==> src/rtl/uart_pkg.sv <==
// uart_pkg: register offsets, STATUS bit positions, the shared tx/rx state type and 8N1 frame constants
package uart_pkg;
    localparam logic [1:0] REG_DATA   = 2'd0;
    localparam logic [1:0] REG_STATUS = 2'd1;
    localparam logic [1:0] REG_DIV    = 2'd2;
    localparam logic [1:0] REG_IRQ_EN = 2'd3;
    localparam int ST_RX_VALID  = 0;
    localparam int ST_RX_FULL   = 1;
    localparam int ST_TX_EMPTY  = 2;
    localparam int ST_TX_FULL   = 3;
    localparam int ST_RX_OVF    = 4;
    localparam int ST_FRAME_ERR = 5;
    localparam int ST_TX_OVF    = 6;
    localparam int ST_TX_BUSY   = 7;
    localparam int DATA_BITS = 8;
    localparam logic [2:0] LAST_BIT = 3'(DATA_BITS - 1);
    localparam logic START_BIT = 1'b0;
    localparam logic STOP_BIT  = 1'b1;
    typedef enum logic [1:0] {S_IDLE, S_START, S_DATA, S_STOP} uart_state_t;
endpackage

==> src/rtl/uart_sync_fifo.sv <==
// uart_sync_fifo: first-word-fall-through synchronous FIFO with extra-MSB pointers
//   clk, rst_n      clock, asynchronous active-low reset
//   push, din       write request and data (ignored when full unless a pop frees a slot)
//   pop, dout       read request and head-of-queue data (pop ignored when empty)
//   full, empty     occupancy flags
//   count           number of stored entries
module uart_sync_fifo #(
    parameter int WIDTH = 8,
    parameter int DEPTH = 16
) (
    input  logic                     clk,
    input  logic                     rst_n,
    input  logic                     push,
    input  logic [WIDTH-1:0]         din,
    input  logic                     pop,
    output logic [WIDTH-1:0]         dout,
    output logic                     full,
    output logic                     empty,
    output logic [$clog2(DEPTH):0]   count
);
    localparam int AW = $clog2(DEPTH);
    logic [WIDTH-1:0] mem [DEPTH];
    logic [AW:0] wr_ptr, rd_ptr;
    logic do_push, do_pop;
    assign do_pop  = pop && !empty;
    // a pop in the same cycle frees a slot, so a push into a full FIFO still lands
    assign do_push = push && (!full || do_pop);
    assign empty = wr_ptr == rd_ptr;
    assign full  = (wr_ptr[AW] != rd_ptr[AW]) && (wr_ptr[AW-1:0] == rd_ptr[AW-1:0]);
    assign count = wr_ptr - rd_ptr;
    assign dout  = mem[rd_ptr[AW-1:0]];
    always_ff @(posedge clk or negedge rst_n) begin
        if (!rst_n) begin
            wr_ptr <= '0;
            rd_ptr <= '0;
        end else begin
            if (do_push) wr_ptr <= wr_ptr + 1'b1;
            if (do_pop) rd_ptr <= rd_ptr + 1'b1;
        end
    end
    always_ff @(posedge clk) begin
        if (do_push) mem[wr_ptr[AW-1:0]] <= din;
    end
endmodule

==> src/rtl/uart_wb_fifo.sv <==
// uart_wb_fifo: Wishbone classic slave 8N1 UART with TX/RX FIFOs, runtime divisor, sticky errors and irq
//   clk, rst_n            clock, asynchronous active-low reset
//   wb_cyc_i, wb_stb_i    Wishbone cycle / strobe
//   wb_we_i, wb_adr_i     write enable, word address (bits [3:2] pick DATA/STATUS/DIV/IRQ_EN)
//   wb_dat_i, wb_dat_o    write data, read data (zero outside the ack cycle)
//   wb_ack_o              one-cycle acknowledge
//   rx, tx                serial in (asynchronous), serial out (idles high)
//   irq                   level interrupt from enabled rx_valid / tx_empty
module uart_wb_fifo #(
    parameter int CLK_FREQ = 200_000_000,
    parameter int BAUD     = 115200,
    parameter int TX_DEPTH = 16,
    parameter int RX_DEPTH = 16
) (
    input  logic        clk,
    input  logic        rst_n,
    input  logic        wb_cyc_i,
    input  logic        wb_stb_i,
    input  logic        wb_we_i,
    input  logic [3:0]  wb_adr_i,
    input  logic [31:0] wb_dat_i,
    output logic [31:0] wb_dat_o,
    output logic        wb_ack_o,
    input  logic        rx,
    output logic        tx,
    output logic        irq
);
    import uart_pkg::*;
    localparam logic [15:0] DIV_RST = 16'(CLK_FREQ / BAUD - 1);
    localparam int TX_AW = $clog2(TX_DEPTH);
    localparam int RX_AW = $clog2(RX_DEPTH);
    localparam logic [TX_AW:0] TX_FULL_CNT = (TX_AW + 1)'(TX_DEPTH);
    localparam logic [RX_AW:0] RX_FULL_CNT = (RX_AW + 1)'(RX_DEPTH);

    logic [1:0] sel;
    logic wr, rd;
    logic [15:0] div;
    logic [1:0] irq_en;
    logic rx_ovf, frame_err, tx_ovf;
    logic rx_ovf_set, frame_err_set, tx_ovf_set;
    logic [2:0] clr;
    logic [31:0] rdata;
    logic [7:0] status;
    logic unused_bits;

    logic tx_push, tx_pop, tx_full, tx_empty;
    logic [7:0] tx_head;
    logic [TX_AW:0] tx_count;
    logic rx_push, rx_pop, rx_full, rx_empty;
    logic [7:0] rx_head;
    logic [RX_AW:0] rx_count;

    uart_state_t tx_st, rx_st;
    logic [15:0] tx_div, tx_cnt, rx_div, rx_cnt;
    logic [7:0] tx_sh, rx_sh;
    logic [2:0] tx_bit, rx_bit;
    logic tx_bit_end, rx_sample;
    logic rx_s1, rx_s2, rx_d, rx_hold;

    assign unused_bits = ^{wb_adr_i[1:0], wb_dat_i[31:16]};

    // Bus: every side effect is qualified by the ack cycle
    assign sel = wb_adr_i[3:2];
    assign wr  = wb_ack_o && wb_we_i;
    assign rd  = wb_ack_o && !wb_we_i;

    always_ff @(posedge clk or negedge rst_n) begin
        if (!rst_n) wb_ack_o <= 1'b0;
        else wb_ack_o <= wb_cyc_i && wb_stb_i && !wb_ack_o;
    end

    assign clr = (wr && sel == REG_STATUS) ? wb_dat_i[ST_TX_OVF:ST_RX_OVF] : 3'b0;

    always_ff @(posedge clk or negedge rst_n) begin
        if (!rst_n) begin
            div       <= DIV_RST;
            irq_en    <= 2'b0;
            rx_ovf    <= 1'b0;
            frame_err <= 1'b0;
            tx_ovf    <= 1'b0;
        end else begin
            if (wr && sel == REG_DIV) div <= wb_dat_i[15:0];
            if (wr && sel == REG_IRQ_EN) irq_en <= wb_dat_i[1:0];
            // a set in the same cycle overrides a software clear
            rx_ovf    <= rx_ovf_set || (rx_ovf && !clr[0]);
            frame_err <= frame_err_set || (frame_err && !clr[1]);
            tx_ovf    <= tx_ovf_set || (tx_ovf && !clr[2]);
        end
    end

    assign status = {tx_st != S_IDLE, tx_ovf, frame_err, rx_ovf,
                     tx_count == TX_FULL_CNT, tx_empty, rx_count == RX_FULL_CNT, !rx_empty};
    assign rdata = sel == REG_DATA   ? (rx_empty ? 32'd0 : {23'd0, 1'b1, rx_head}) :
                   sel == REG_STATUS ? {24'd0, status} :
                   sel == REG_DIV    ? {16'd0, div} : {30'd0, irq_en};
    assign wb_dat_o = wb_ack_o ? rdata : 32'd0;
    assign irq = |(irq_en & {tx_empty, !rx_empty});

    // FIFOs
    assign tx_push    = wr && sel == REG_DATA;
    assign tx_ovf_set = tx_push && tx_full && !tx_pop;
    assign rx_pop     = rd && sel == REG_DATA;
    assign rx_ovf_set = rx_push && rx_full && !rx_pop;

    uart_sync_fifo #(.WIDTH(8), .DEPTH(TX_DEPTH)) u_tx_fifo (
        .clk(clk), .rst_n(rst_n), .push(tx_push), .din(wb_dat_i[7:0]), .pop(tx_pop),
        .dout(tx_head), .full(tx_full), .empty(tx_empty), .count(tx_count)
    );
    uart_sync_fifo #(.WIDTH(8), .DEPTH(RX_DEPTH)) u_rx_fifo (
        .clk(clk), .rst_n(rst_n), .push(rx_push), .din(rx_sh), .pop(rx_pop),
        .dout(rx_head), .full(rx_full), .empty(rx_empty), .count(rx_count)
    );

    // TX: the divisor is latched per frame so a DIV write never stretches a frame in flight
    assign tx_bit_end = tx_cnt == 16'd0;
    assign tx_pop = !tx_empty && (tx_st == S_IDLE || (tx_st == S_STOP && tx_bit_end));

    always_ff @(posedge clk or negedge rst_n) begin
        if (!rst_n) begin
            tx_st  <= S_IDLE;
            tx     <= 1'b1;
            tx_div <= '0;
            tx_cnt <= '0;
            tx_sh  <= '0;
            tx_bit <= '0;
        end else if (tx_pop) begin
            tx_st  <= S_START;
            tx     <= START_BIT;
            tx_div <= div;
            tx_cnt <= div;
            tx_sh  <= tx_head;
        end else if (tx_st != S_IDLE) begin
            if (!tx_bit_end) tx_cnt <= tx_cnt - 1'b1;
            else begin
                tx_cnt <= tx_div;
                case (tx_st)
                    S_START: begin
                        tx_st  <= S_DATA;
                        tx     <= tx_sh[0];
                        tx_sh  <= tx_sh >> 1;
                        tx_bit <= '0;
                    end
                    S_DATA: begin
                        tx_st  <= (tx_bit == LAST_BIT) ? S_STOP : S_DATA;
                        tx     <= (tx_bit == LAST_BIT) ? STOP_BIT : tx_sh[0];
                        tx_sh  <= tx_sh >> 1;
                        tx_bit <= tx_bit + 1'b1;
                    end
                    default: tx_st <= S_IDLE;
                endcase
            end
        end
    end

    // RX: counter runs half a bit into START, then samples each following bit centre
    assign rx_sample     = rx_cnt == 16'd0;
    assign rx_push       = rx_st == S_STOP && rx_sample && rx_s2 && !rx_hold;
    assign frame_err_set = rx_st == S_STOP && rx_sample && !rx_s2 && !rx_hold;

    always_ff @(posedge clk or negedge rst_n) begin
        if (!rst_n) begin
            rx_s1   <= 1'b1;
            rx_s2   <= 1'b1;
            rx_d    <= 1'b1;
            rx_st   <= S_IDLE;
            rx_div  <= '0;
            rx_cnt  <= '0;
            rx_sh   <= '0;
            rx_bit  <= '0;
            rx_hold <= 1'b0;
        end else begin
            rx_s1 <= rx;
            rx_s2 <= rx_s1;
            rx_d  <= rx_s2;
            if (rx_st == S_IDLE) begin
                if (rx_d && !rx_s2) begin
                    rx_st  <= S_START;
                    rx_div <= div;
                    rx_cnt <= div >> 1;
                end
            end else if (!rx_sample) rx_cnt <= rx_cnt - 1'b1;
            else begin
                rx_cnt <= rx_div;
                case (rx_st)
                    S_START: begin
                        rx_st  <= rx_s2 ? S_IDLE : S_DATA;
                        rx_bit <= '0;
                    end
                    S_DATA: begin
                        rx_st  <= (rx_bit == LAST_BIT) ? S_STOP : S_DATA;
                        rx_sh  <= {rx_s2, rx_sh[7:1]};
                        rx_bit <= rx_bit + 1'b1;
                    end
                    default: begin
                        // a low stop bit parks here, polling every clock, until the line idles high
                        rx_st   <= rx_s2 ? S_IDLE : S_STOP;
                        rx_hold <= !rx_s2;
                        rx_cnt  <= '0;
                    end
                endcase
            end
        end
    end
endmodule
==> config.mk <==
export PLATFORM = sky130hd
export DESIGN_NAME = uart_wb_fifo
export DESIGN_NICKNAME = d
export VERILOG_FILES = /design/src/rtl/uart_pkg.sv /design/src/rtl/uart_sync_fifo.sv /design/src/rtl/uart_wb_fifo.sv
export SDC_FILE = /design/constraint.sdc
export NUM_CORES = 1
export LEC_CHECK = 0
export ABC_AREA = 1
export BUFFER_PORTS_ARGS = -buffer_cell sky130_fd_sc_hd__buf_2
export CAP_MARGIN = 20
export CORE_ASPECT_RATIO = 0.75
export CORE_MARGIN = 1.5
export CORE_UTILIZATION = 40
export CTS_CLUSTER_DIAMETER = 50
export DETAILED_ROUTE_END_ITERATION = 12
export PLACE_DENSITY = 0.62
export SLEW_MARGIN = 5
export SYNTH_ARGS = -nofsm -noshare
export SYNTH_HDL_FRONTEND = slang
export SYNTH_SLANG_ARGS = --single-unit
==> constraint.sdc <==
create_clock -name clk -period 3.6 [get_ports clk]
set_clock_uncertainty 0.05 [all_clocks]
set_input_delay 0.18 -clock clk [delete_from_list [all_inputs] [get_ports clk]]
set_output_delay 0.18 -clock clk [all_outputs]
set_load 0.005 [all_outputs]
# --- Word level (Yosys, flattened, before mapping) ---
# Memory sizes are Yosys's and may differ from the RTL's.
# Cells that the tools add are included.
word_totals:
  ff_bits: 137
  mem_bits_rw: 256
  output_inout_bits: 35
  elab_cells: 175
  memories: 2
op_classes:
  n_addsub: 10
  n_eq_ne: 20
  muxes: 40
  bitwise: 4
  n_reduce_logical: 74
mem_list:
  columns: ["name", "depth", "word_bits", "rd", "rd_ports_with_merged_regs", "wr", "line", "source"]
  rows:
  - ["u_rx_fifo.mem", 16, 8, 1, 0, 1, "uart_sync_fifo.sv:22", "logic [WIDTH-1:0] mem [DEPTH];"]
  - ["u_tx_fifo.mem", 16, 8, 1, 0, 1, "uart_sync_fifo.sv:22", null]
ops:
  columns: ["cell", "n"]
  rows:
  - ["$mux 16", 11]
  - ["$logic_not 16->1", 2]
  - ["$mux 8", 4]
  - ["$sub 16x1->16 const B", 2]
  - ["$logic_and 1x1->1", 30]
  - ["$add 5x1->5 const B", 4]
  - ["$mux 2", 8]
  - ["$reduce_and 3->1", 5]
  - ["$reduce_bool 2->1", 7]
  - ["$logic_not 1->1", 13]
  - ["$eq 2x2->1 const B", 6]
  - ["$pmux 3 s2", 2]
  - ["$eq 5x5->1", 2]
  - ["$eq 5x5->1 const B", 2]
  - ["$mux 1", 10]
  - ["$sub 5x5->5", 2]
  - ["$mux 9", 1]
  - ["$eq 4x4->1", 2]
  - ["$pmux 2 s2", 2]
  - ["$add 3x1->3 const B", 2]
  - ["$eq 2x1->1 const B", 3]
  - ["$eq 3x3->1 const B", 2]
  - ["$logic_not 2->1", 3]
  - ["$logic_or 1x1->1", 6]
  - ["other kinds (10)", 17]

# --- Logic depth before layout (Yosys ltp) ---
# Gate-level depths: netlist of the first run.
depth:
  word_depth: 9
  mapped_depth: 14
  ltp_nobuf: 13

# --- By module ---
# A second synthesis of the first run with hierarchy kept.
hier_totals:
  cells_unflattened: 2281
  hier_area_um2: 19572.5
by_module_without_submodules:
  columns: ["mod", "n_inst", "cells_each", "area_per_inst_um2", "seq_area_each_um2"]
  rows:
  - ["uart_sync_fifo", 2, 677, 6454.9, 4093.9]
  - ["uart_wb_fifo", 1, 927, 6662.6, 2941.6]

# --- Worst setup path after synthesis of the first run ---
# Ideal clock, no wire load.
synth_path:
  path_type: "register -> register"
  startpoint: "register u_tx_fifo.rd_ptr[2]"
  endpoint: "memory u_tx_fifo.mem[6][0], enable pin"
  setup_time_ns: 0.383
  t_arrival_ns: 2.481
  required_ns: 3.167
  setup_slack_ns: 0.686
  stages_incl_launch_ff: 13
  cell_sequence: "dfrtp_1 -> buf_2 -> clkinv_1 -> buf_1 -> ha_1 -> nand4_1 -> inv_1 -> nand2_2 -> nand2_4 -> nand2_2 -> nand2_2 -> buf_6 -> nor3_1"
synth_via:
  elab_chain_cells: 8
  elab_cells_between_ends: 11
  classes_between: "eq/ne (2); mux (2); reduce/logical (7)"
synth_lines:
  columns: ["item", "line", "source"]
  rows:
  - ["start: declaration", "uart_sync_fifo.sv:23", "logic [AW:0] wr_ptr, rd_ptr;"]
  - ["start signal: assignment", "uart_sync_fifo.sv:38", "if (do_pop) rd_ptr <= rd_ptr + 1'b1;"]
  - ["$eq 5x5->1", "uart_sync_fifo.sv:28", "assign empty = wr_ptr == rd_ptr;"]
  - ["$logic_not 1->1", "uart_sync_fifo.sv:25, uart_wb_fifo.sv:116", null]
  - ["$logic_and 1x1->1", "uart_wb_fifo.sv:116", "assign tx_pop = !tx_empty && (tx_st == S_IDLE || (tx_st == S_STOP && tx_bit_end));"]
  - ["$logic_and 1x1->1", "uart_sync_fifo.sv:25", "assign do_pop = pop && !empty;"]
  - ["$logic_or 1x1->1 (*)", "uart_sync_fifo.sv:27", "assign do_push = push && (!full || do_pop);"]
  - ["$logic_and 1x1->1 (*)", "uart_sync_fifo.sv:27", null]
  - ["$mux 1 (*)", "uart_sync_fifo.sv:42", "if (do_push) mem[wr_ptr[AW-1:0]] <= din;"]
  - ["$mux 1 (implied by the code) (*)", "uart_sync_fifo.sv:42", null]
  - ["end: declaration", "uart_sync_fifo.sv:22", null]
# Mark *: on every way between the ends. The rest lies on a longest branch, timed or not.

# --- Final worst setup path of the first run ---
layout_path:
  startpoint: "register u_rx_fifo.rd_ptr[3]"
  endpoint: "output wb_dat_o[3]"
layout_via:
  elab_chain_cells: 4
  elab_cells_between_ends: 5
  classes_between: "eq/ne (1); mux (3); memory (1)"
layout_lines:
  columns: ["item", "line", "source"]
  rows:
  - ["start: declaration", "uart_sync_fifo.sv:23", null]
  - ["start signal: assignment", "uart_sync_fifo.sv:38", null]
  - ["$mem_v2 16x8 or $eq 5x5->1 (tied branches)", null, null]
  - ["$mux 9 (*)", "uart_wb_fifo.sv:93", "assign rdata = sel == REG_DATA ? (rx_empty ? 32'd0 : {23'd0, 1'b1, rx_head}) :"]
  - ["$mux 16 (*)", "uart_wb_fifo.sv:93", null]
  - ["$mux 16 (*)", "uart_wb_fifo.sv:96", "assign wb_dat_o = wb_ack_o ? rdata : 32'd0;"]
  - ["end: declaration", "uart_wb_fifo.sv:22", "output logic [31:0] wb_dat_o,"]
# Marks and branches as above.

==> reports/summary.log, run 1 <==
qor: cts.post-cts-setup-buffer-count 0
qor: power.fin_total_pwr 15390 uW
qor: drt.first_pass_iters 5
qor: global_route.wire_length_of_the_first_global_routing_pass 72.44 mm
qor: sta.timing_worst_slew_pin_value 1.057 ns
qor: finish.diodes 0
qor: logic_synthesis.ys_seq_area_share 59.35%
qor: finish.layout-area-overhead-vs-synth 12.88%
qor: logic_synthesis.synth_fa_ha_area_share 2.202%
qor: logic_synthesis.netlist-cell-type-count 41
qor: critical_path.worst-setup-path-type reg2out
qor: cts.cts_inserted_buffers 41
qor: finish.sequential_cell_area 11130 um2
qor: logic_synthesis.mappedNetlistArea 18750 um2
qor: critical_path.critPathArrivalTime 3.15 ns
qor: drt.drt-wirelength-per-cell 16.06 um
qor: cts.tritoncts_clock_tree yes
qor: floorplanning.dieArea 48200 um2
qor: critical_path.reg2regPathDepth 9
qor: critical_path.critical_path.startpoint u_rx_fifo.rd_ptr[3]
qor: cts.maximum_number_of_buffers_from_clock_root_to_sink 3
qor: drt.dr.first_iter.drc_count 1004
qor: cts.h-tree-depth 2
qor: critical_path.worstSetupEndpoint wb_dat_o[3]
qor: logic_synthesis.xor_xnor_share_of_the_synthesized_area 1.308%
qor: drt.drc 0
qor: min_path.hp-class in2reg
qor: floorplanning.design.core.area 46110 um2
qor: job.maxcap_viol_count 0
qor: logic_synthesis.synthDominantCellAreaShare 40.99%
qor: drt.detail_route.wirelength 45.03 mm
qor: placed_design.dpl.hpwl 29.74 mm
qor: sta.slew-limit-headroom 29.37%
qor: floorplanning.row_count 68
qor: min_path.hold-path-cell-count 3
qor: cts.ctsRootBufferMaster sky130_fd_sc_hd__clkbuf_16
qor: sta.timing.final.crit_period 3.381 ns
qor: logic_synthesis.ys_top_cells_by_area sky130_fd_sc_hd__edfxtp_1 (41%), sky130_fd_sc_hd__dfrtp_1 (17%), sky130_fd_sc_hd__nand2_1 (14%)
qor: logic_synthesis.synth-warning-count 0
qor: cts.insertion_delay 0.56 ns
qor: logic_synthesis.ys_async_sr_fraction 34.86%
qor: finish.num-nets-final 2216
qor: critical_path.r2r_path_end u_rx_fifo.mem[12][0]
qor: floorplanning.die-height 190.5 um
qor: logic_synthesis.synth_top_family_by_area simple AND/OR/NAND/NOR gates
qor: cts.clkTransAtPathRegs 0.07 ns
qor: finish.multi_input_area 6302 um2
qor: drt.detailroute.via_count 13830
qor: finish.fillCellCount 4435
qor: logic_synthesis.synth_simple_gate_area_share 24.41%
qor: sta.setup-tns-final 0 ns
qor: sta.rsz_0062_raised_after_global_routing false
qor: global_route.antenna_found_initial 2
qor: sta.drv_slew 0
qor: critical_path.timing.rr.start u_rx_fifo.rd_ptr[3]
qor: critical_path.required 3.37 ns
qor: logic_synthesis.top_cells_by_count_synth sky130_fd_sc_hd__nand2_1 (709), sky130_fd_sc_hd__edfxtp_1 (256), sky130_fd_sc_hd__inv_1 (227)
qor: logic_synthesis.synth_edf_count 256
qor: logic_synthesis.leading_cell_type_by_number_of_instances_after_synthesis sky130_fd_sc_hd__nand2_1
qor: status.outcome completed
qor: sta.hold_violations 0
qor: critical_path.critPathCaptureType output pin
qor: floorplanning.floorplan.initialDensity 40.67%
qor: critical_path.crit_fanout 12
qor: global_route.globalRoute.totalOverflow 0
qor: critical_path.critical_path.startpoint_type register
qor: power.power_per_cell_area 727.2 nW/um2
qor: logic_synthesis.yosys_register_bits 393
qor: sta.max_clock_freq 295.7 MHz
qor: global_route.grt_pass1_vias 13240
qor: critical_path.r2r_slack 0.35 ns
qor: logic_synthesis.synthFlopType sky130_fd_sc_hd__edfxtp_1
qor: placed_design.port_buffers 42
qor: logic_synthesis.post_synth_inst_count 2074
qor: placed_design.routabilityCongestion 0.8939
qor: global_route.track_usage 19.03%
qor: logic_synthesis.synth.mux.area_fraction 0.1735%
qor: cts.clkSinkCount 393
qor: logic_synthesis.syn_area_per_cell 9.042 um2
qor: sta.final_min_period_over_clock_period 93.92%
qor: drt.ant_nets 0
qor: drt.post_drt_via_cell_ratio 4.930
qor: power.power.static_leakage 0.009425 uW
qor: logic_synthesis.synth_top_cell_by_area sky130_fd_sc_hd__edfxtp_1
qor: floorplanning.ios 77
qor: finish.drive_gt1_share 9.200%
qor: sta.finalSetupViolCount 0
qor: logic_synthesis.synth_compound_gate_area_share 5.197%
qor: power.irDropWorstVdd 0.3687 mV
qor: floorplanning.die_x 253.0 um
qor: global_route.largest_net_degree_at_the_start_of_global_routing 87
## registers in the layout (all words and copies together), names as in the netlist, 2 cells and up, named ones only
name              cells
tx_sh                 8
rx_div               16
div                  16
u_rx_fifo.wr_ptr      5
u_tx_fifo.rd_ptr      5
tx_st                 2
tx_cnt               16
irq_en                2
rx_cnt               16
tx_bit                3
tx_div               16
u_tx_fifo.wr_ptr      5
rx_sh                 8
u_rx_fifo.mem       128
u_tx_fifo.mem       128
u_rx_fifo.rd_ptr      5
rx_bit                3
## power breakdown
group          internal, uW  switching, uW
logic                  1680           3630
registers              5360            462
clock network          2460           1810
## critical path, cell delays in order (launching register included)
cell and delay [ns]:
sky130_fd_sc_hd__dfrtp_1 0.63, sky130_fd_sc_hd__inv_2 0.19, sky130_fd_sc_hd__ha_1 0.36, sky130_fd_sc_hd__inv_1 0.08
sky130_fd_sc_hd__nor3_1 0.06, sky130_fd_sc_hd__nand2_1 0.10, sky130_fd_sc_hd__inv_1 0.07, sky130_fd_sc_hd__nor2_1 0.45
sky130_fd_sc_hd__nand2_1 0.11, sky130_fd_sc_hd__a21oi_1 0.35, sky130_fd_sc_hd__buf_2 0.19
## per-layer routing
| layer | track usage (%) | routed length (um) | part of all wire [%] |
|---|---|---|---|
| met5 | 0 | 21 | 0.047 |
| met4 | 4.192 | 678 | 1.5 |
| met3 | 3.549 | 3273 | 7.3 |
| met2 | 28.34 | 19220 | 43 |
| met1 | 28.72 | 21830 | 48 |
## area by class of cell
class | count | share of cell area [%]
clock buffers | 50 | 5.107
clock inverters | 26 | 1.294
inverters | 238 | 4.220
multi-input cells | 1367 | 29.77
flip-flops and latches | 393 | 52.59
well taps | 630 | 3.724
repair buffers | 100 | 3.292
## metrics by stage
stage	instance area, um2	hold slack (ns)	utilization [%]	std cells	worst slack [ns]
6_report	21170	0.03457	45.90	2804	0.2188
5_1_grt	21170	0.05364	45.90	2804	0.04079
4_1_cts	21170	0.02448	45.90	2804	0.2471
3_5_place_dp	19680	0.2413	42.68	2715	0.4451
3_3_place_gp	19680	0.2352	42.68	2715	0.5085
2_1_floorplan	18810	-0.1656	-	2089	0.6857
## layout by cell type, fill, tap and decap left out, drive strengths merged, types with 28 or more instances in the layout
master,instances
a21oi,29
edfxtp,256
nand2,723
nor3,28
inv,234
o21ai,126
nand3,186
nor2,157
ha,33
buf,87
dfrtp,126
clkbuf,50
## worst min path at each step
| stage | from | end |
|---|---|---|
| 6_report | wb_dat_i[2] | div[2] |
| 3_5_place_dp | rx | rx_s1 |
| 3_3_place_gp | rst_n | rx_div[11] |
| 5_1_grt | wb_dat_i[6] | u_tx_fifo.mem[6][6] |
| 2_1_floorplan | rst_n | asynchronous set/reset pin |
| 4_1_cts | wb_dat_i[6] | div[6] |
## kinds of logic after synthesis
kind of cell,Yosys count
AOI/OAI and AO/OA,179
muxes,3
xor gates and xnor gates,28
DFF,393
other,1
and+or+nand+nor,1108
buffers and inverters,329
adders and majority gates,33
## timing repair
action / CTS / global route
hold buffers: 13 / 0
hold endpoints to repair: 91 / 0
resized for setup: 0 / 0
Note: power is estimated with default switching activity, not from simulation.
==> inputs of run 2 (changes only) <==
--- a/config.mk
+++ b/config.mk
@@ -10,10 +10,10 @@
 export CAP_MARGIN = 20
 export CORE_ASPECT_RATIO = 0.75
 export CORE_MARGIN = 1.5
-export CORE_UTILIZATION = 40
+export CORE_UTILIZATION = 55
 export CTS_CLUSTER_DIAMETER = 50
 export DETAILED_ROUTE_END_ITERATION = 12
-export PLACE_DENSITY = 0.62
+export PLACE_DENSITY = 0.78
 export SLEW_MARGIN = 5
 export SYNTH_ARGS = -nofsm -noshare
 export SYNTH_HDL_FRONTEND = slang
==> constraint.sdc (replaced) <==
create_clock -name clk -period 4 [get_ports clk]
set_clock_uncertainty 0.05 [all_clocks]
set_input_delay 0.2 -clock clk [delete_from_list [all_inputs] [get_ports clk]]
set_output_delay 0.2 -clock clk [all_outputs]
set_load 0.005 [all_outputs]
==> reports/summary.log, run 2 (same netlist as run 1, synthesis figures left out) <==
qor: status.outcome completed [unchanged]
qor: power.power.static_leakage 0.009280 uW [was 0.009425 uW]
qor: placed_design.dpl-instance-area 19360 um2 [was 19680 um2]
qor: power.power.share.switching 38.64% [was 38.33%]
qor: drt.detail_route.wirelength 43.86 mm [was 45.03 mm]
qor: finish.num-nets-final 2200 [was 2216]
qor: cts.ctsRootBufferMaster sky130_fd_sc_hd__clkbuf_16 [unchanged]
qor: critical_path.slowest_stage sky130_fd_sc_hd__dfrtp_1 [unchanged]
qor: critical_path.r2r_slack 0.65 ns [was 0.35 ns]
qor: sta.max_clock_freq 281.9 MHz
qor: cts.h-tree-depth 2 [unchanged]
qor: placed_design.dpl.hpwl 28.42 mm [was 29.74 mm]
qor: global_route.grt_pass1_vias 13460 [was 13240]
qor: floorplanning.row_count 58 [was 68]
qor: sta.slew-limit-headroom 37.28% [was 29.37%]
qor: finish.multi_input_area 6302 um2 [unchanged]
qor: cts.tritoncts_clock_tree yes [unchanged]
qor: finish.finish.instance_area 20650 um2 [was 21170 um2]
qor: critical_path.r2r_path_end tx_cnt[15] [was u_rx_fifo.mem[12][0]]
qor: finish.final_cell_mix sky130_fd_sc_hd__nand2_1 (709), sky130_fd_sc_hd__edfxtp_1 (256), sky130_fd_sc_hd__inv_1 (226) [unchanged]
qor: global_route.globalRoute.totalOverflow 0 [unchanged]
qor: power.p_int 8214 uW [was 9494 uW]
qor: power.irDropWorstVdd 0.4307 mV [was 0.3687 mV]
qor: min_path.hp-class in2reg [unchanged]
qor: critical_path.max_stage_delay 0.64 ns [was 0.63 ns]
qor: cts.cts.repair.resized 0 [unchanged]
qor: global_route.antenna_found_initial 1 [was 2]
qor: critical_path.critPathArrivalTime 3.30 ns [was 3.15 ns]
qor: sta.finalSetupViolCount 0 [unchanged]
qor: sta.hold_violations 0 [unchanged]
qor: job.maxcap_viol_count 0 [unchanged]
qor: placed_design.port_buffers 42 [unchanged]
qor: sta.final_min_period_over_clock_period 88.68%
qor: floorplanning.ios 77 [unchanged]
qor: floorplanning.design.core.area 33530 um2 [was 46110 um2]
qor: power.comb_power_share 35.4% [was 34.4%]
qor: global_route.wire_length_of_the_first_global_routing_pass 70.86 mm [was 72.44 mm]
qor: min_path.worst_hold_startpoint wb_dat_i[5] [was wb_dat_i[2]]
qor: finish.fillCellCount 2714 [was 4435]
qor: cts.cts_inserted_buffers 39 [was 41]
qor: cts.clkSinkCount 393 [unchanged]
qor: critical_path.crit_fanout 12 [unchanged]
qor: finish.drive_gt1_share 8.175% [was 9.200%]
qor: sta.drv_slew 0 [unchanged]
qor: sta.rsz_0062_raised_after_global_routing false [unchanged]
qor: global_route.largest_net_degree_at_the_start_of_global_routing 92 [was 87]
qor: min_path.hold-path-cell-count 1 [was 3]
qor: drt.post_drt_via_cell_ratio 5.460 [was 4.930]
qor: sta.setup-tns-final 0 ns [unchanged]
qor: finish.sequential_cell_area 11130 um2 [unchanged]
qor: drt.first_pass_iters 6 [was 5]
qor: global_route.track_usage 25.45% [was 19.03%]
qor: sta.timing_worst_slew_pin_value 0.9385 ns [was 1.057 ns]
qor: drt.ant_nets 0 [unchanged]
qor: floorplanning.floorplan.initialDensity 55.93% [was 40.67%]
qor: power.power_per_cell_area 648.3 nW/um2 [was 727.2 nW/um2]
qor: floorplanning.die-height 162.9 um [was 190.5 um]
qor: critical_path.reg2regPathDepth 9 [unchanged]
qor: finish.layout-area-overhead-vs-synth 10.11% [was 12.88%]
qor: placed_design.routabilityCongestion 0.9338 [was 0.8939]
qor: cts.maximum_number_of_buffers_from_clock_root_to_sink 3 [unchanged]
qor: finish.diodes 0 [unchanged]
qor: finish.final_common_cell sky130_fd_sc_hd__nand2_1 [unchanged]
qor: critical_path.category_of_cells_accounting_for_the_largest_share_of_critical_path_delay simple AND/OR/NAND/NOR gates [unchanged]
qor: cts.post-cts-setup-buffer-count 0 [unchanged]
qor: power.seqPwrFrac 39.2% [was 37.8%]
qor: floorplanning.dieArea 35220 um2 [was 48200 um2]
qor: drt.dr.first_iter.drc_count 1567 [was 1004]
qor: critical_path.wp_buf_inv 4 [unchanged]
qor: sta.timing.final.crit_period 3.547 ns
qor: cts.insertion_delay 0.54 ns [was 0.56 ns]
qor: drt.drt-wirelength-per-cell 16.85 um [was 16.06 um]
qor: critical_path.worst-setup-path-type reg2out [unchanged]
qor: power.clock_network_fraction_of_design_power 25.3% [was 27.7%]
qor: critical_path.critPathCaptureType output pin [unchanged]
qor: critical_path.timing.rr.start u_tx_fifo.rd_ptr[3] [was u_rx_fifo.rd_ptr[3]]
qor: drt.drc 0 [unchanged]
qor: drt.detailroute.via_count 14210 [was 13830]
qor: floorplanning.die_x 216.2 um [was 253.0 um]
qor: min_path.worst_hold_path.endpoint u_tx_fifo.mem[11][5] [was div[2]]
qor: critical_path.cp_cell_sequence inv_2 -> ha_1 -> inv_1 -> nor3_1 -> nand2_1 -> inv_1 -> nor2_1 -> nand2_1 -> a21oi_1 -> buf_2 [unchanged]
qor: cts.cts_hold_buf 12 [was 13]
qor: sta.post_route_worst_hold_slack 0.05667 ns [was 0.03457 ns]
qor: power.net-switching-power 5172 uW [was 5900 uW]
qor: critical_path.critical_path.startpoint_type register [unchanged]
qor: critical_path.required 3.75 ns [was 3.37 ns]
qor: cts.clkTransAtPathRegs 0.06 ns [was 0.07 ns]
[run 2: cell count changes in the layout (fill, tap and decap cells not counted), moves of 2 or more]
cell                         delta
sky130_fd_sc_hd__clkinvlp_4     -5
sky130_fd_sc_hd__clkbuf_16      -2
sky130_fd_sc_hd__buf_4         -13
sky130_fd_sc_hd__bufinv_16      -4
sky130_fd_sc_hd__clkbuf_1       +3
sky130_fd_sc_hd__clkbuf_8       +3
[run 2: final cells by class]
| class | instances | share of cell area, % |
|---|---|---|
| Clock buffer | 54 | 5.247 |
| Multi-Input combinational cell | 1367 | 30.52 |
| Clock inverter | 15 | 0.4181 |
| Timing Repair Buffer | 86 | 2.854 |
| Tap cell | 450 | 2.727 |
| Sequential cell | 393 | 53.91 |
| Inverter | 238 | 4.326 |
[run 2: worst reg2reg max path, stage by stage (launching register included)]
cell and delay (ns):
sky130_fd_sc_hd__dfrtp_1 0.59, sky130_fd_sc_hd__clkinv_1 0.40, sky130_fd_sc_hd__ha_1 0.47, sky130_fd_sc_hd__nand4_1 0.11
sky130_fd_sc_hd__inv_1 0.08, sky130_fd_sc_hd__nand2_2 0.14, sky130_fd_sc_hd__nor2_4 0.37, sky130_fd_sc_hd__clkinv_1 0.62
sky130_fd_sc_hd__nor2_1 0.31, sky130_fd_sc_hd__a21oi_1 0.07
[run 2: metrics by stage]
stage | cells | worst slack [ns] | util, % | power, uW
floorplan | 2089 | 1.086 | - | 8744
global placement | 2521 | 0.8363 | 57.68 | 9795
detailed placement | 2522 | 0.7329 | 57.74 | 9969
CTS | 2603 | 0.5228 | 61.59 | 13380
global route | 2603 | 0.2814 | 61.59 | 14290
finish | 2603 | 0.4526 | 61.59 | 13390
[run 2: per-layer routing]
metal	track usage, %	wire length [um]
met5	0	0
met4	5.871	634
met3	3.754	3267
met2	40.71	20230
met1	36.97	19740
[run 2: how the worst max path moves through the flow]
stage	startpoint	slack (ns)	cells past startpoint	endpoint
2_1_floorplan	u_tx_fifo.rd_ptr[2]	1.09	12	u_tx_fifo.mem[6][0]
3_3_place_gp	u_tx_fifo.rd_ptr[3]	0.84	10	tx_cnt[15]
3_5_place_dp	u_rx_fifo.rd_ptr[3]	0.73	9	u_rx_fifo.mem[13][0]
4_1_cts	u_rx_fifo.rd_ptr[3]	0.52	10	wb_dat_o[1]
5_1_grt	u_rx_fifo.rd_ptr[3]	0.28	10	wb_dat_o[1]
6_report	u_rx_fifo.rd_ptr[3]	0.45	10	wb_dat_o[1]
[run 2: power by group through the flow]
stage                     logic, uW  registers, uW  clock network [uW]
final                          4740           5250                3390
after global routing           5390           5300                3590
after CTS                      4720           5230                3430
after detailed placement       4670           5300                   0
after global placement         4510           5280                   0
after floorplan                3590           5150                   0
==> inputs of run 3 (changes only) <==
--- a/config.mk
+++ b/config.mk
@@ -7,13 +7,13 @@
 export LEC_CHECK = 0
 export ABC_AREA = 1
 export BUFFER_PORTS_ARGS = -buffer_cell sky130_fd_sc_hd__buf_2
-export CAP_MARGIN = 20
+export CAP_MARGIN = 25
 export CORE_ASPECT_RATIO = 0.75
 export CORE_MARGIN = 1.5
 export CORE_UTILIZATION = 55
 export CTS_CLUSTER_DIAMETER = 50
 export DETAILED_ROUTE_END_ITERATION = 12
-export PLACE_DENSITY = 0.78
+export PLACE_DENSITY = 0.68
 export SLEW_MARGIN = 5
 export SYNTH_ARGS = -nofsm -noshare
 export SYNTH_HDL_FRONTEND = slang
==> reports/summary.log, run 3 (same netlist as run 1, synthesis figures left out) <==
qor: floorplanning.ios 77 [unchanged]
qor: finish.layout-area-overhead-vs-synth 11.38% [was 10.11%]
qor: sta.max_clock_freq 289.8 MHz [was 281.9 MHz]
qor: global_route.largest_net_degree_at_the_start_of_global_routing 98 [was 92]
qor: status.outcome completed [unchanged]
qor: sta.final_min_period_over_clock_period 86.28% [was 88.68%]
qor: floorplanning.die-height 162.9 um [unchanged]
qor: power.seqPwrFrac 38.3% [was 39.2%]
qor: sta.post_route_worst_hold_slack 0.02582 ns [was 0.05667 ns]
qor: sta.slew-limit-headroom 35.57% [was 37.28%]
qor: critical_path.critical_path.startpoint u_rx_fifo.rd_ptr[0] [was u_rx_fifo.rd_ptr[3]]
qor: critical_path.worst-setup-path-type reg2out [unchanged]
qor: power.net-switching-power 5334 uW [was 5172 uW]
qor: placed_design.routabilityCongestion 0.8918 [was 0.9338]
qor: cts.cts_inserted_buffers 41 [was 39]
qor: critical_path.cp_cell_sequence inv_1 -> buf_4 -> nand2_1 -> nand2_1 -> nand2_1 -> nand3_1 -> nand3_1 -> nand2_1 -> nand2_1 -> a21oi_1 -> buf_2 [was inv_2 -> ha_1 -> inv_1 -> nor3_1 -> nand2_1 -> inv_1 -> nor2_1 -> nand2_1 -> a21oi_1 -> buf_2]
qor: power.comb_power_share 34.7% [was 35.4%]
qor: cts.insertion_delay 0.55 ns [was 0.54 ns]
qor: power.irDropWorstVdd 0.3855 mV [was 0.4307 mV]
qor: critical_path.reg2regPathDepth 10 [was 9]
qor: floorplanning.dieArea 35220 um2 [unchanged]
qor: floorplanning.die_x 216.2 um [unchanged]
qor: power.power_per_cell_area 659.1 nW/um2 [was 648.3 nW/um2]
qor: floorplanning.row_count 58 [unchanged]
qor: critical_path.r2r_path_end tx_cnt[15] [unchanged]
qor: power.p_int 8434 uW [was 8214 uW]
qor: sta.finalSetupViolCount 0 [unchanged]
qor: critical_path.critPathArrivalTime 3.20 ns [was 3.30 ns]
qor: global_route.track_usage 25.99% [was 25.45%]
qor: global_route.grt_pass1_vias 13280 [was 13460]
qor: drt.first_pass_iters 5 [was 6]
qor: cts.clkTransAtPathRegs 0.06 ns [about the same]
qor: sta.timing.final.crit_period 3.451 ns [was 3.547 ns]
qor: critical_path.crit_fanout 33 [was 12]
qor: critical_path.worstSetupEndpoint wb_dat_o[3] [was wb_dat_o[1]]
qor: critical_path.max_stage_delay 0.61 ns [was 0.64 ns]
qor: min_path.hp-class in2reg [unchanged]
qor: global_route.globalRoute.totalOverflow 0 [unchanged]
qor: floorplanning.design.core.area 33530 um2 [unchanged]
qor: critical_path.wp_buf_inv 3 [was 4]
qor: drt.drt-wirelength-per-cell 16.86 um [was 16.85 um]
qor: min_path.worst_hold_startpoint wb_dat_i[7] [was wb_dat_i[5]]
qor: finish.fillCellCount 2794 [was 2714]
qor: cts.tritoncts_clock_tree yes [unchanged]
qor: sta.timing_worst_slew_pin_value 0.9641 ns [was 0.9385 ns]
qor: drt.dr.first_iter.drc_count 1472 [was 1567]
qor: critical_path.critPathMostFrequentCell sky130_fd_sc_hd__nand2_1
qor: drt.detail_route.wirelength 44.23 mm [was 43.86 mm]
qor: critical_path.category_of_cells_accounting_for_the_largest_share_of_critical_path_delay buffers and inverters [was simple AND/OR/NAND/NOR gates]
qor: cts.ctsRootBufferMaster sky130_fd_sc_hd__clkbuf_16 [unchanged]
qor: drt.drc 0 [unchanged]
qor: drt.ant_nets 0 [unchanged]
qor: critical_path.r2r_slack 0.65 ns [about the same]
qor: floorplanning.floorplan.initialDensity 55.93% [unchanged]
qor: finish.final_common_cell sky130_fd_sc_hd__nand2_1 [unchanged]
qor: critical_path.timing.rr.start u_tx_fifo.rd_ptr[3] [unchanged]
qor: placed_design.dpl.hpwl 28.08 mm [was 28.42 mm]
qor: power.clock_network_fraction_of_design_power 27.1% [was 25.3%]
qor: cts.maximum_number_of_buffers_from_clock_root_to_sink 3 [unchanged]
qor: critical_path.critPathCaptureType output pin [unchanged]
qor: sta.drv_slew 0 [unchanged]
qor: finish.multi_input_area 6302 um2 [unchanged]
qor: critical_path.cp_num_cells 11 [was 10]
qor: power.power.share.switching 38.74% [was 38.64%]
qor: sta.hold_violations 0 [unchanged]
qor: critical_path.critical_path.startpoint_type register [unchanged]
qor: power.power.static_leakage 0.009387 uW [was 0.009280 uW]
qor: cts.clkSinkCount 393 [unchanged]
qor: cts.h-tree-depth 2 [unchanged]
qor: critical_path.slowest_stage sky130_fd_sc_hd__dfrtp_2 [was sky130_fd_sc_hd__dfrtp_1]
qor: sta.rsz_0062_raised_after_global_routing false [unchanged]
qor: finish.sequential_cell_area 11130 um2 [unchanged]
qor: job.maxcap_viol_count 0 [unchanged]
qor: sta.setup-tns-final 0 ns [unchanged]
qor: drt.post_drt_via_cell_ratio 5.325 [was 5.460]
qor: global_route.antenna_found_initial 0 [was 1]
qor: finish.num-nets-final 2215 [was 2200]
qor: power.fin_total_pwr 13770 uW [was 13390 uW]
qor: drt.detailroute.via_count 13970 [was 14210]
qor: placed_design.port_buffers 42 [unchanged]
qor: global_route.wire_length_of_the_first_global_routing_pass 71.62 mm [was 70.86 mm]
qor: critical_path.required 3.75 ns [about the same]
qor: finish.final_cell_mix sky130_fd_sc_hd__nand2_1 (709), sky130_fd_sc_hd__edfxtp_1 (256), sky130_fd_sc_hd__inv_1 (226) [unchanged]
qor: finish.drive_gt1_share 9.112% [was 8.175%]
==> run 3: worst min path at each step <==
stage                                       endpoint  cells past startpoint  slack [ns]
after floorplan           asynchronous set/reset pin                      0       -0.15
after global placement                         rx_s1                      1        0.26
after global routing             u_tx_fifo.mem[1][5]                      1        0.03
final                                         div[7]                      3        0.03
after detailed placement                       rx_s1                      1        0.26
after CTS                                     div[7]                      3       0.002
==> run 3: metrics by stage <==
step           setup slack, ns  area, um2  util (%)  std cells
2_1_floorplan            1.086      18810         -       2089
3_3_place_gp            0.7418      19460     58.03       2535
3_5_place_dp            0.6799      19460     58.03       2535
4_1_cts                 0.5211      20890     62.29       2623
5_1_grt                 0.3420      20890     62.29       2623
6_report                0.5489      20890     62.30       2624
==> run 3: layer usage <==
metal | share of wire, % | vias up | GRT usage [%]
met2 | 46 | 434 | 40.41
met1 | 46 | 6663 | 38.61
met5 | 0 | - | 0
li1 | - | 6814 | -
met3 | 6.5 | 61 | 3.492
met4 | 1.9 | 0 | 7.071
==> run 3: cell type report <==
cell class	count	share of cell area [%]
inverters	238	4.277
diodes	1	0.01198
multi-input cells	1367	30.17
clock inverters	28	1.018
repair buffers	99	3.289
clock buffers	48	5.241
flip-flops and latches	393	53.29
well taps	450	2.696
==> run 3: power groups by stage <==
stage | Clock [uW] | Sequential (uW) | Combinational [uW]
6_report | 3730 | 5270 | 4770
5_1_grt | 3950 | 5320 | 5460
4_1_cts | 3780 | 5250 | 4770
3_5_place_dp | 0 | 5320 | 4730
3_3_place_gp | 0 | 5310 | 4630
2_1_floorplan | 0 | 5150 | 3590
==> run 3: repair_timing <==
item / CTS / global route
hold buffers: 12 / 0
endpoints found under the hold margin: 97 / 0
setup buffers: 0 / 0
resized for setup: 0 / 0
==> run 3: worst register-to-register path: stages (launching register included) <==
cell	delay, ns
sky130_fd_sc_hd__dfrtp_1	0.58
sky130_fd_sc_hd__clkinv_1	0.42
sky130_fd_sc_hd__ha_1	0.48
sky130_fd_sc_hd__nand4_1	0.11
sky130_fd_sc_hd__inv_1	0.08
sky130_fd_sc_hd__nand2_2	0.14
sky130_fd_sc_hd__nor2_4	0.39
sky130_fd_sc_hd__clkinv_1	0.61
sky130_fd_sc_hd__nand2_1	0.22
sky130_fd_sc_hd__inv_1	0.05
sky130_fd_sc_hd__a21oi_1	0.13
